<file path="src/rtl/delay_detect8.sv">
// delay_detect8
//   Measures the 0..3-cycle register delay between a reference byte stream
//   and a delayed copy of it. The result is a 2-bit tap select that can drive
//   the sel input of the matching delay line. Lock and loss of lock are
//   tracked.
//
//   Ports:
//     clk       in   single clock, rising edge
//     rst_n     in   asynchronous active-low reset
//     en        in   compare enable; low freezes SEARCH/LOCKED progress
//     ref_d     in   [WIDTH-1:0] undelayed reference data
//     dly_d     in   [WIDTH-1:0] delayed data under test
//     sel       out  [1:0] detected delay, valid while locked
//     locked    out  high while in LOCKED
//     lock_lost out  one-cycle pulse on LOCKED -> SEARCH
//     busy      out  high in FILL and SEARCH
module delay_detect8 #(
    parameter int WIDTH    = 8,
    parameter int LOCK_CNT = 8,
    parameter int ERR_MAX  = 3
) (
    input  logic             clk,
    input  logic             rst_n,
    input  logic             en,
    input  logic [WIDTH-1:0] ref_d,
    input  logic [WIDTH-1:0] dly_d,
    output logic [1:0]       sel,
    output logic             locked,
    output logic             lock_lost,
    output logic             busy
);

    typedef enum logic [1:0] {
        ST_FILL   = 2'd0,
        ST_SEARCH = 2'd1,
        ST_LOCKED = 2'd2
    } state_t;

    localparam logic [7:0] LOCK_CNT_C = LOCK_CNT[7:0];
    localparam logic [7:0] ERR_MAX_C  = ERR_MAX[7:0];

    // Index of the lowest set bit; the smallest delay wins ties.
    function automatic logic [1:0] lowest_tap(input logic [3:0] m);
        logic [1:0] idx;
        if (m[0]) begin
            idx = 2'd0;
        end else if (m[1]) begin
            idx = 2'd1;
        end else if (m[2]) begin
            idx = 2'd2;
        end else begin
            idx = 2'd3;
        end
        return idx;
    endfunction

    // Saturating 8-bit increment.
    function automatic logic [7:0] sat_inc(input logic [7:0] v);
        logic [7:0] r;
        if (v == 8'hFF) begin
            r = v;
        end else begin
            r = v + 8'd1;
        end
        return r;
    endfunction

    state_t           state_r, state_s;
    logic [WIDTH-1:0] hist1_r, hist2_r, hist3_r;
    logic [1:0]       fill_r, fill_s;
    logic [3:0]       mask_r, mask_s;
    logic [7:0]       good_r, good_s;
    logic [7:0]       err_r, err_s;
    logic [1:0]       sel_r, sel_s;
    logic             locked_r, locked_s;
    logic             lost_r, lost_s;
    logic             busy_r;

    logic [3:0]       match_s;
    logic [3:0]       next_mask_s;
    logic [7:0]       good_inc_s;
    logic [7:0]       err_inc_s;

    assign match_s[0]  = (dly_d == ref_d);
    assign match_s[1]  = (dly_d == hist1_r);
    assign match_s[2]  = (dly_d == hist2_r);
    assign match_s[3]  = (dly_d == hist3_r);
    assign next_mask_s = mask_r & match_s;
    assign good_inc_s  = sat_inc(good_r);
    assign err_inc_s   = sat_inc(err_r);

    // Reference history shift register; runs every clock regardless of en.
    always_ff @(posedge clk or negedge rst_n) begin
        if (!rst_n) begin
            hist1_r <= '0;
            hist2_r <= '0;
            hist3_r <= '0;
        end else begin
            hist1_r <= ref_d;
            hist2_r <= hist1_r;
            hist3_r <= hist2_r;
        end
    end

    // Next-state and next-output decode for the FILL/SEARCH/LOCKED machine.
    always_comb begin
        state_s  = state_r;
        fill_s   = fill_r;
        mask_s   = mask_r;
        good_s   = good_r;
        err_s    = err_r;
        sel_s    = sel_r;
        locked_s = locked_r;
        lost_s   = 1'b0;
        case (state_r)
            ST_FILL: begin
                // Leave FILL on the edge that brings the counter to 3, so
                // all three history registers hold real data.
                fill_s = fill_r + 2'd1;
                if (fill_r == 2'd2) begin
                    state_s = ST_SEARCH;
                end else begin
                    state_s = ST_FILL;
                end
            end
            ST_SEARCH: begin
                if (en) begin
                    if (next_mask_s != 4'b0000) begin
                        mask_s = next_mask_s;
                        good_s = good_inc_s;
                        if (good_inc_s == LOCK_CNT_C) begin
                            sel_s    = lowest_tap(next_mask_s);
                            state_s  = ST_LOCKED;
                            locked_s = 1'b1;
                            err_s    = 8'd0;
                        end else begin
                            state_s = ST_SEARCH;
                        end
                    end else begin
                        // No tap survived: restart the qualification window.
                        mask_s = 4'b1111;
                        good_s = 8'd0;
                    end
                end else begin
                    state_s = ST_SEARCH;
                end
            end
            ST_LOCKED: begin
                if (en) begin
                    if (match_s[sel_r]) begin
                        err_s = 8'd0;
                    end else begin
                        err_s = err_inc_s;
                        if (err_inc_s == ERR_MAX_C) begin
                            state_s  = ST_SEARCH;
                            locked_s = 1'b0;
                            lost_s   = 1'b1;
                            mask_s   = 4'b1111;
                            good_s   = 8'd0;
                        end else begin
                            state_s = ST_LOCKED;
                        end
                    end
                end else begin
                    state_s = ST_LOCKED;
                end
            end
            default: begin
                state_s  = ST_FILL;
                fill_s   = 2'd0;
                mask_s   = 4'b1111;
                good_s   = 8'd0;
                err_s    = 8'd0;
                locked_s = 1'b0;
            end
        endcase
    end

    // State and output registers; busy is registered from the next state.
    always_ff @(posedge clk or negedge rst_n) begin
        if (!rst_n) begin
            state_r  <= ST_FILL;
            fill_r   <= 2'd0;
            mask_r   <= 4'b1111;
            good_r   <= 8'd0;
            err_r    <= 8'd0;
            sel_r    <= 2'd0;
            locked_r <= 1'b0;
            lost_r   <= 1'b0;
            busy_r   <= 1'b1;
        end else begin
            state_r  <= state_s;
            fill_r   <= fill_s;
            mask_r   <= mask_s;
            good_r   <= good_s;
            err_r    <= err_s;
            sel_r    <= sel_s;
            locked_r <= locked_s;
            lost_r   <= lost_s;
            busy_r   <= (state_s != ST_LOCKED);
        end
    end

    assign sel       = sel_r;
    assign locked    = locked_r;
    assign lock_lost = lost_r;
    assign busy      = busy_r;

endmodule

</file>
<file path="config.mk">
export PLATFORM = sky130hd
export DESIGN_NAME = delay_detect8
export DESIGN_NICKNAME = d
export VERILOG_FILES = /design/src/rtl/delay_detect8.sv
export SDC_FILE = /design/constraint.sdc
export NUM_CORES = 1
export LEC_CHECK = 0
export BUFFER_PORTS_ARGS = -buffer_cell sky130_fd_sc_hd__buf_2
export CAP_MARGIN = 20
export CORE_MARGIN = 2
export CORE_UTILIZATION = 59
export CTS_CLUSTER_DIAMETER = 60
export DETAILED_ROUTE_END_ITERATION = 8
export PLACE_DENSITY = 0.83
export SKIP_CTS_REPAIR_TIMING = 1
export SLEW_MARGIN = 15
export SYNTH_ARGS = -nofsm -noshare
export SYNTH_HDL_FRONTEND = slang
export SYNTH_SLANG_ARGS = --single-unit
</file>
<file path="constraint.sdc">
create_clock -name clk -period 2.5 [get_ports clk]
set_input_delay 0 -clock clk [delete_from_list [all_inputs] [get_ports clk]]
set_output_delay 0 -clock clk [all_outputs]
set_load 0.05 [all_outputs]
</file>
Word-level counts from Yosys, hierarchy flattened
Index checks and enable logic that the tools add are counted.

Register bits after elaboration: 53. Word-level logic and storage cells: 88.

Bitwise logic cells: 2. Equality and inequality tests: 18. $add $sub $neg: 3. Reduce and logical (&&, ||, !) cells: 7. Multiplexer cells: 45. $lt $le $gt $ge: 1.

Operators by type and width (number): 2-to-1 mux 8 bit (12); case mux 8 bit (3 select lines) (2); == test 8 bit (4); 2-to-1 mux 4 bit (5); adder 8 x 1 -> 8 bit, second input constant (2); == test 8 bit, second input constant (2); 2-to-1 mux 2 bit (8); inequality test 2 bit, second input constant (7); 2-to-1 mux 1 bit (13); case mux 4 bit (3 select lines) (1); AND reduction 5 bit (2); == test 8 x 2 -> 1 bit, second input constant (1); == test 8 x 4 -> 1 bit, second input constant (1); AND reduction 7 bit (1); case mux 2 bit (3 select lines) (1); AND 4 bit (1); == test 2 bit, second input constant (2); case mux 2 bit (2 select lines) (1); AND reduction 4 bit (1); nonzero test 4 bit (1); < comparator 2 x 3 -> 1 bit, second input constant (1); case mux 1 bit (3 select lines) (1); adder 2 x 1 -> 2 bit, second input constant (1); binary-select mux 1 bit (select 2 bit) (1); other kinds (4) (4).

Logic depth before layout (Yosys ltp)
Word-level depth: 8. Gate-level depth with buffers: 10.

Least setup slack after synthesis
Ideal clock, no wire load.

Path kind: register -> register. Start point: register sel_r[0] (netlist: sel[0]). End point: register good_r[5]. Clock period less this slack: 2374 ps. Required time: 2427 ps. Stages on the path, launching flop included: 8. Arrival: 2301 ps. Path slack: 126 ps. Path buffers: 2. Path through: dfrtp_1 -> nor4b_1 -> or4_4 -> buf_6 -> o41ai_4 -> buf_6 -> a21oi_2 -> a21oi_2.

Word-level cells in the longest chain between the ends: 4.

Ends and longest elaborated chain: from (decl) (line 74) `logic [1:0] sel_r, sel_s;`; from (signal assigned) (line 197) `sel_r <= sel_s;`; binary-select mux 1 bit (select 2 bit) (line 150) `if (match_s[sel_r]) begin`; 2-to-1 mux 1 bit (implied by the code) (line 150); inequality test 2 bit (no line); AND reduction 5 bit (no line); to (signal assigned) (line 195) `good_r <= good_s;`; to (decl) (line 72) `logic [7:0] good_r, good_s;`.

No other way between the ends. The select of a mux whose other input is x is not followed. A chain may end at the register's enable or synchronous reset.

Worst setup path in the final report
Start point: register err_r[0]. End point: register locked_r (netlist: locked).

Word-level cells in the longest chain between the ends: 5. Elaborated cells between the ends (all ways): 6. Those cells by class: 1 x add/sub; 3 x eq/ne; 1 x mux; 1 x reduce/logical.

Ends and longest elaborated chain: from (decl) (line 73) `logic [7:0] err_r, err_s;`; from (signal assigned) (line 196) `err_r <= err_s;`; adder 8 x 1 -> 8 bit or == test 8 bit (tied branches) (line 63, 60); 2-to-1 mux 8 bit (*) (line 60) `if (v == 8'hFF) begin`; == test 8 x 2 -> 1 bit (*) (line 154) `if (err_inc_s == ERR_MAX_C) begin`; inequality test 2 bit (no line) (*); AND reduction 7 bit (no line) (*); to (signal assigned) (line 198) `locked_r <= locked_s;`; to (decl) (line 75) `logic locked_r, locked_s;`.

Every way passes the cells marked *; elsewhere a longest branch is shown, timed or not.

==> impl.org <==
** Die
- The floorplan step defined a die boundary enclosing 5460 um^2.
- Number of top-level pins :: 24
- Horiz. Die Dim :: 73.9 um
- Chip Height :: 73.9 um
- Row generation in the floorplan step produced 25 rows.
- Area of the core :: 4720 um^2
- Effective utilization at floorplan :: 0.611

** Flow run
- Max cap viols :: 0

** Route
- Total Routed Length :: 5.71 mm
- For this block, the initial DRC count from the detailed router was 143.
- The detail route stage leaves a number of antenna-violating nets equal to 0.
- Routed WL per cell :: 14.7 um
- In the routed design, unresolved DRC markers number 0.
- The final route contains 2225 vias.
- The first detailed-routing pass took 4 iterations.
- Dividing the detail-routed via count by the number of cells gives 5.73.

** Worst setup path
- Critical path's most frequent cell :: sky130_fd_sc_hd__and3_1
- In this run the worst path has a maximum fanout of 16.
- STA classifies the critical path startpoint as a register.
- Ordered list of cells on the worst path :: buf_4, and4_1, and2_1, and3_1, a31oi_1, o41ai_4, buf_12, and3_1, o22a_1
- Critical Path AT :: 2.61 ns
- Among cell families on the critical path, the largest total delay comes from simple AND/OR/NAND/NOR gates.
- STA puts the critical path data required time at 2.69 ns.
- The critical path is of the register to register type.
- The worst setup path is captured at a register.
- The largest single stage delay on the critical path is 0.43 ns.
- Bufs and invs on worst path :: 2
- Critical-path cell with the highest stage delay :: sky130_fd_sc_hd__a31oi_1

** STA
- The count of final hold-check violations came to 0.
- At the pin with the least slew margin, the transition time is 0.573 ns.
- Setup violations remaining at the end of the flow were counted as 0.
- Count of pins over their slew limit :: 0
- Relative slew slack :: 0.618
- Clock skew :: 0.00966 ns
- The clock period could shrink to 2.42 ns.
- Setup Total Neg Slack :: 0 ns
- Unrepaired setup endpoints after global routing :: no
- Final period util :: 0.970
- Hold is met by 0.0612 ns.
- Timing would allow up to 0.413 GHz.

** CTS
- Worst skew pair latency :: 0.30 ns
- The H-tree was split into 2 levels.
- CTS tree :: done
- Clock sink total :: 53
- Bufs on Longest Clock Path :: 2
- Clock-pin slew was measured on the worst setup and hold paths at 0.09 ns.
- CTS root buffer :: sky130_fd_sc_hd__clkbuf_8
- Number of buffers created by CTS :: 5

** Synthesis
- Post-Synth Simple-Gate Area :: 0.182
- In this run, synthesis produced a sequential element count of 53.
- The number of nets handed over by synthesis was 313.
- Dividing the synthesized area by the synthesized cell count gives 10.0 um^2.
- Dominant combinational cell family by area after synthesis :: simple AND/OR/NAND/NOR gates
- Portion of the post-synthesis area used by sequential elements :: 0.462
- Cell area after technology mapping :: 2880 um^2
- The cell count after synthesis came out at 287.
- The synthesized design contains 0 enable-type register cells.
- During synthesis, Yosys emitted a total of 0 warnings.
- Netlist cell types :: 55
- Flip-flop cell with the highest count after synthesis :: sky130_fd_sc_hd__dfrtp_1
- Share of the synthesized netlist area taken by xor and xnor gates :: 0.100
- Synth Area in Compound Gates :: 0.157
- Counting flops with an async set or reset pin after synthesis yields a share of 1.00.
- Multiplexer share of the synthesized area :: 0.0148
- Of the total synthesized cell area, the portion taken by full adders, half adders and majority gates is 0.0304.

** GRT
- Maximum number of pins on one net before global-route repair :: 26
- The via count of the first global-routing pass came to 2136.
- The first global-routing pass estimated 9.54 mm of wire.
- GR Overflow Total :: 0
- Total track usage :: 0.226
- For met1 alone, demand over resource in global routing was 0.300.
- met2 is the most crowded layer.
- Number of antenna violations at the first check in global routing :: 0
- For met2 alone, demand over resource in global routing was 0.369.
- Global routing met3 resource utilization :: 0.0535

** Cells and area
- Once layout is complete, the cells apart from fillers number 388.
- Inserted Diodes :: 0
- Post-layout net count :: 346
- After routing the design area is 3280 um^2.
- Fill cell count :: 361
- Fraction of layout instances using a drive strength above 1 :: 0.193
- Compared with the post-synthesis result, the final layout area differs by 13.9%.

** Placement
- Final HPWL DP :: 4.11 mm
- Placer's final routability congestion estimate :: 0.841
- Inst Count DP :: 370
- The count of buffers added on input and output ports is 23.
- Placed inst area :: 3060 um^2

** Power and ir drop
- Dividing total power by cell area gives a power density of 649 nW/um^2.
- Max rail drop VDD :: 0.538 mV
- The completed layout was analyzed and its total power is 2.13 mW.
- LEAKAGE :: 1.35 nW

** Run status
- The run finished with clean final reports.

** Worst hold path
- Min-Delay Path Class :: input port to register
[layout make-up]
class                           instances  area, um^2  area share
Clock inverter                          1        30.0     0.00914
Timing Repair Buffer                   42         293      0.0891
Multi-Input combinational cell        204        1410       0.428
Inverter                               14        52.6      0.0160
Sequential cell                        53        1330       0.406
Tap cell                               67        83.8      0.0255
Clock buffer                            7        86.3      0.0263
[report_power, final]
group / switching, mW / internal [mW]
Clock: 0.265 / 0.327
Sequential: 0.0460 / 0.959
Combinational: 0.303 / 0.232
[registers in the layout, summed over array words and instances, names as in the netlist]
name / cells
mask_r: 4
err_r: 8
locked: 1
sel: 2
hist2_r: 8
lock_lost: 1
state_r: 2
hist3_r: 8
hist1_r: 8
good_r: 8
busy: 1
fill_r: 2
[tightest hold or removal path, stage by stage]
cell	delay [ns]
sky130_fd_sc_hd__buf_2	0.14
sky130_fd_sc_hd__nand3b_1	0.08
sky130_fd_sc_hd__o32ai_1	0.09
[cells in the mapped netlist (all sizes together) (2+ instances only)]
cell type	number	area, um^2
nand2b	4	25.0
and4	2	17.5
dfrtp	48	1200
nand2	22	82.6
nor4	3	18.8
nand3	5	25.0
nor2	14	52.6
clkbuf	4	15.0
a41oi	2	17.5
mux2i	2	20.0
and2	4	25.0
inv	14	52.6
ha	7	87.6
and3	8	50.1
buf	12	88.8
o2111ai	2	17.5
a31oi	2	12.5
o22ai	2	12.5
nor3	10	50.1
dfstp	5	131
a21oi	26	160
nand4	11	68.8
o21ai	9	45.0
nand3b	5	37.5
mux2	2	22.5
xnor2	33	289
a21o	2	15.0
or3	2	12.5
o31ai	4	30.0
[path summary, 6_finish.rpt]
| path | slack [ns] | cells after the start | start | end |
|---|---|---|---|---|
| worst min-delay path | 0.06 | 3 | en | state_r[1]$_DFF_PN0_ |
| max in group asynchronous | 1.58 | 3 | rst_n | mask_r[1]$_DFFE_PN1P_ |
| min in group asynchronous | 0.22 | 2 | rst_n | err_r[2]$_DFFE_PN0P_ |
| worst min register to register | 0.40 | 0 | hist2_r[4]$_DFF_PN0_ | hist3_r[4]$_DFF_PN0_ |
| worst max-delay path | 0.08 | 9 | err_r[0]$_DFFE_PN0P_ | locked$_DFFE_PN0P_ |
| worst max register to register | 0.08 | 9 | err_r[0]$_DFFE_PN0P_ | locked$_DFFE_PN0P_ |
[per-stage QoR]
step	utilization	setup WS [ns]
after floorplan	-	0.126
after global placement	0.648	0.170
after detailed placement	0.648	0.0816
after CTS	0.672	0.0337
after global routing	0.695	0.0118
final	0.695	0.0758
[cells in the final DEF, fill, tap and decap left out, types with 4 or more instances in the layout]
cell | synthesis | layout
sky130_fd_sc_hd__nand2_1 | 22 | 22
sky130_fd_sc_hd__nor3_1 | 10 | 10
sky130_fd_sc_hd__and3_1 | 8 | 8
sky130_fd_sc_hd__nand4_1 | 11 | 11
sky130_fd_sc_hd__nand2b_1 | 4 | 4
sky130_fd_sc_hd__and2_1 | 4 | 4
sky130_fd_sc_hd__o21ai_0 | 8 | 8
sky130_fd_sc_hd__inv_1 | 14 | 14
sky130_fd_sc_hd__a21oi_2 | 8 | 8
sky130_fd_sc_hd__buf_2 | 2 | 23
sky130_fd_sc_hd__nor2_1 | 14 | 14
sky130_fd_sc_hd__o31ai_1 | 4 | 4
sky130_fd_sc_hd__dfstp_2 | 5 | 5
sky130_fd_sc_hd__dfrtp_1 | 48 | 48
sky130_fd_sc_hd__ha_1 | 7 | 5
sky130_fd_sc_hd__clkbuf_8 | 0 | 6
sky130_fd_sc_hd__xnor2_1 | 33 | 33
sky130_fd_sc_hd__nand3b_1 | 5 | 5
sky130_fd_sc_hd__dlygate4sd3_1 | 0 | 9
sky130_fd_sc_hd__a21oi_1 | 18 | 18
sky130_fd_sc_hd__nand3_1 | 5 | 5
sky130_fd_sc_hd__buf_4 | 7 | 9
[cell families (layout without fill, tap and decap cells)]
family,Yosys count,in the layout
AOI/OAI and AO/OA,63,63
xor gates and xnor gates,33,33
adders and majority gates,7,7
buffers and inverters,30,64
DFF,53,53
muxes,4,4
and+or+nand+nor,97,97
[per-layer routing]
| layer | vias to the layer above | part of all wire | routed length, um |
|---|---|---|---|
| met2 | 58 | 0.50 | 2850 |
| met4 | 0 | 0.017 | 95 |
| met3 | 10 | 0.044 | 252 |
| met5 | - | 0 | 0 |
| met1 | 1075 | 0.44 | 2520 |
| li1 | 1082 | - | - |
Power figures use the tool's default switching activity.
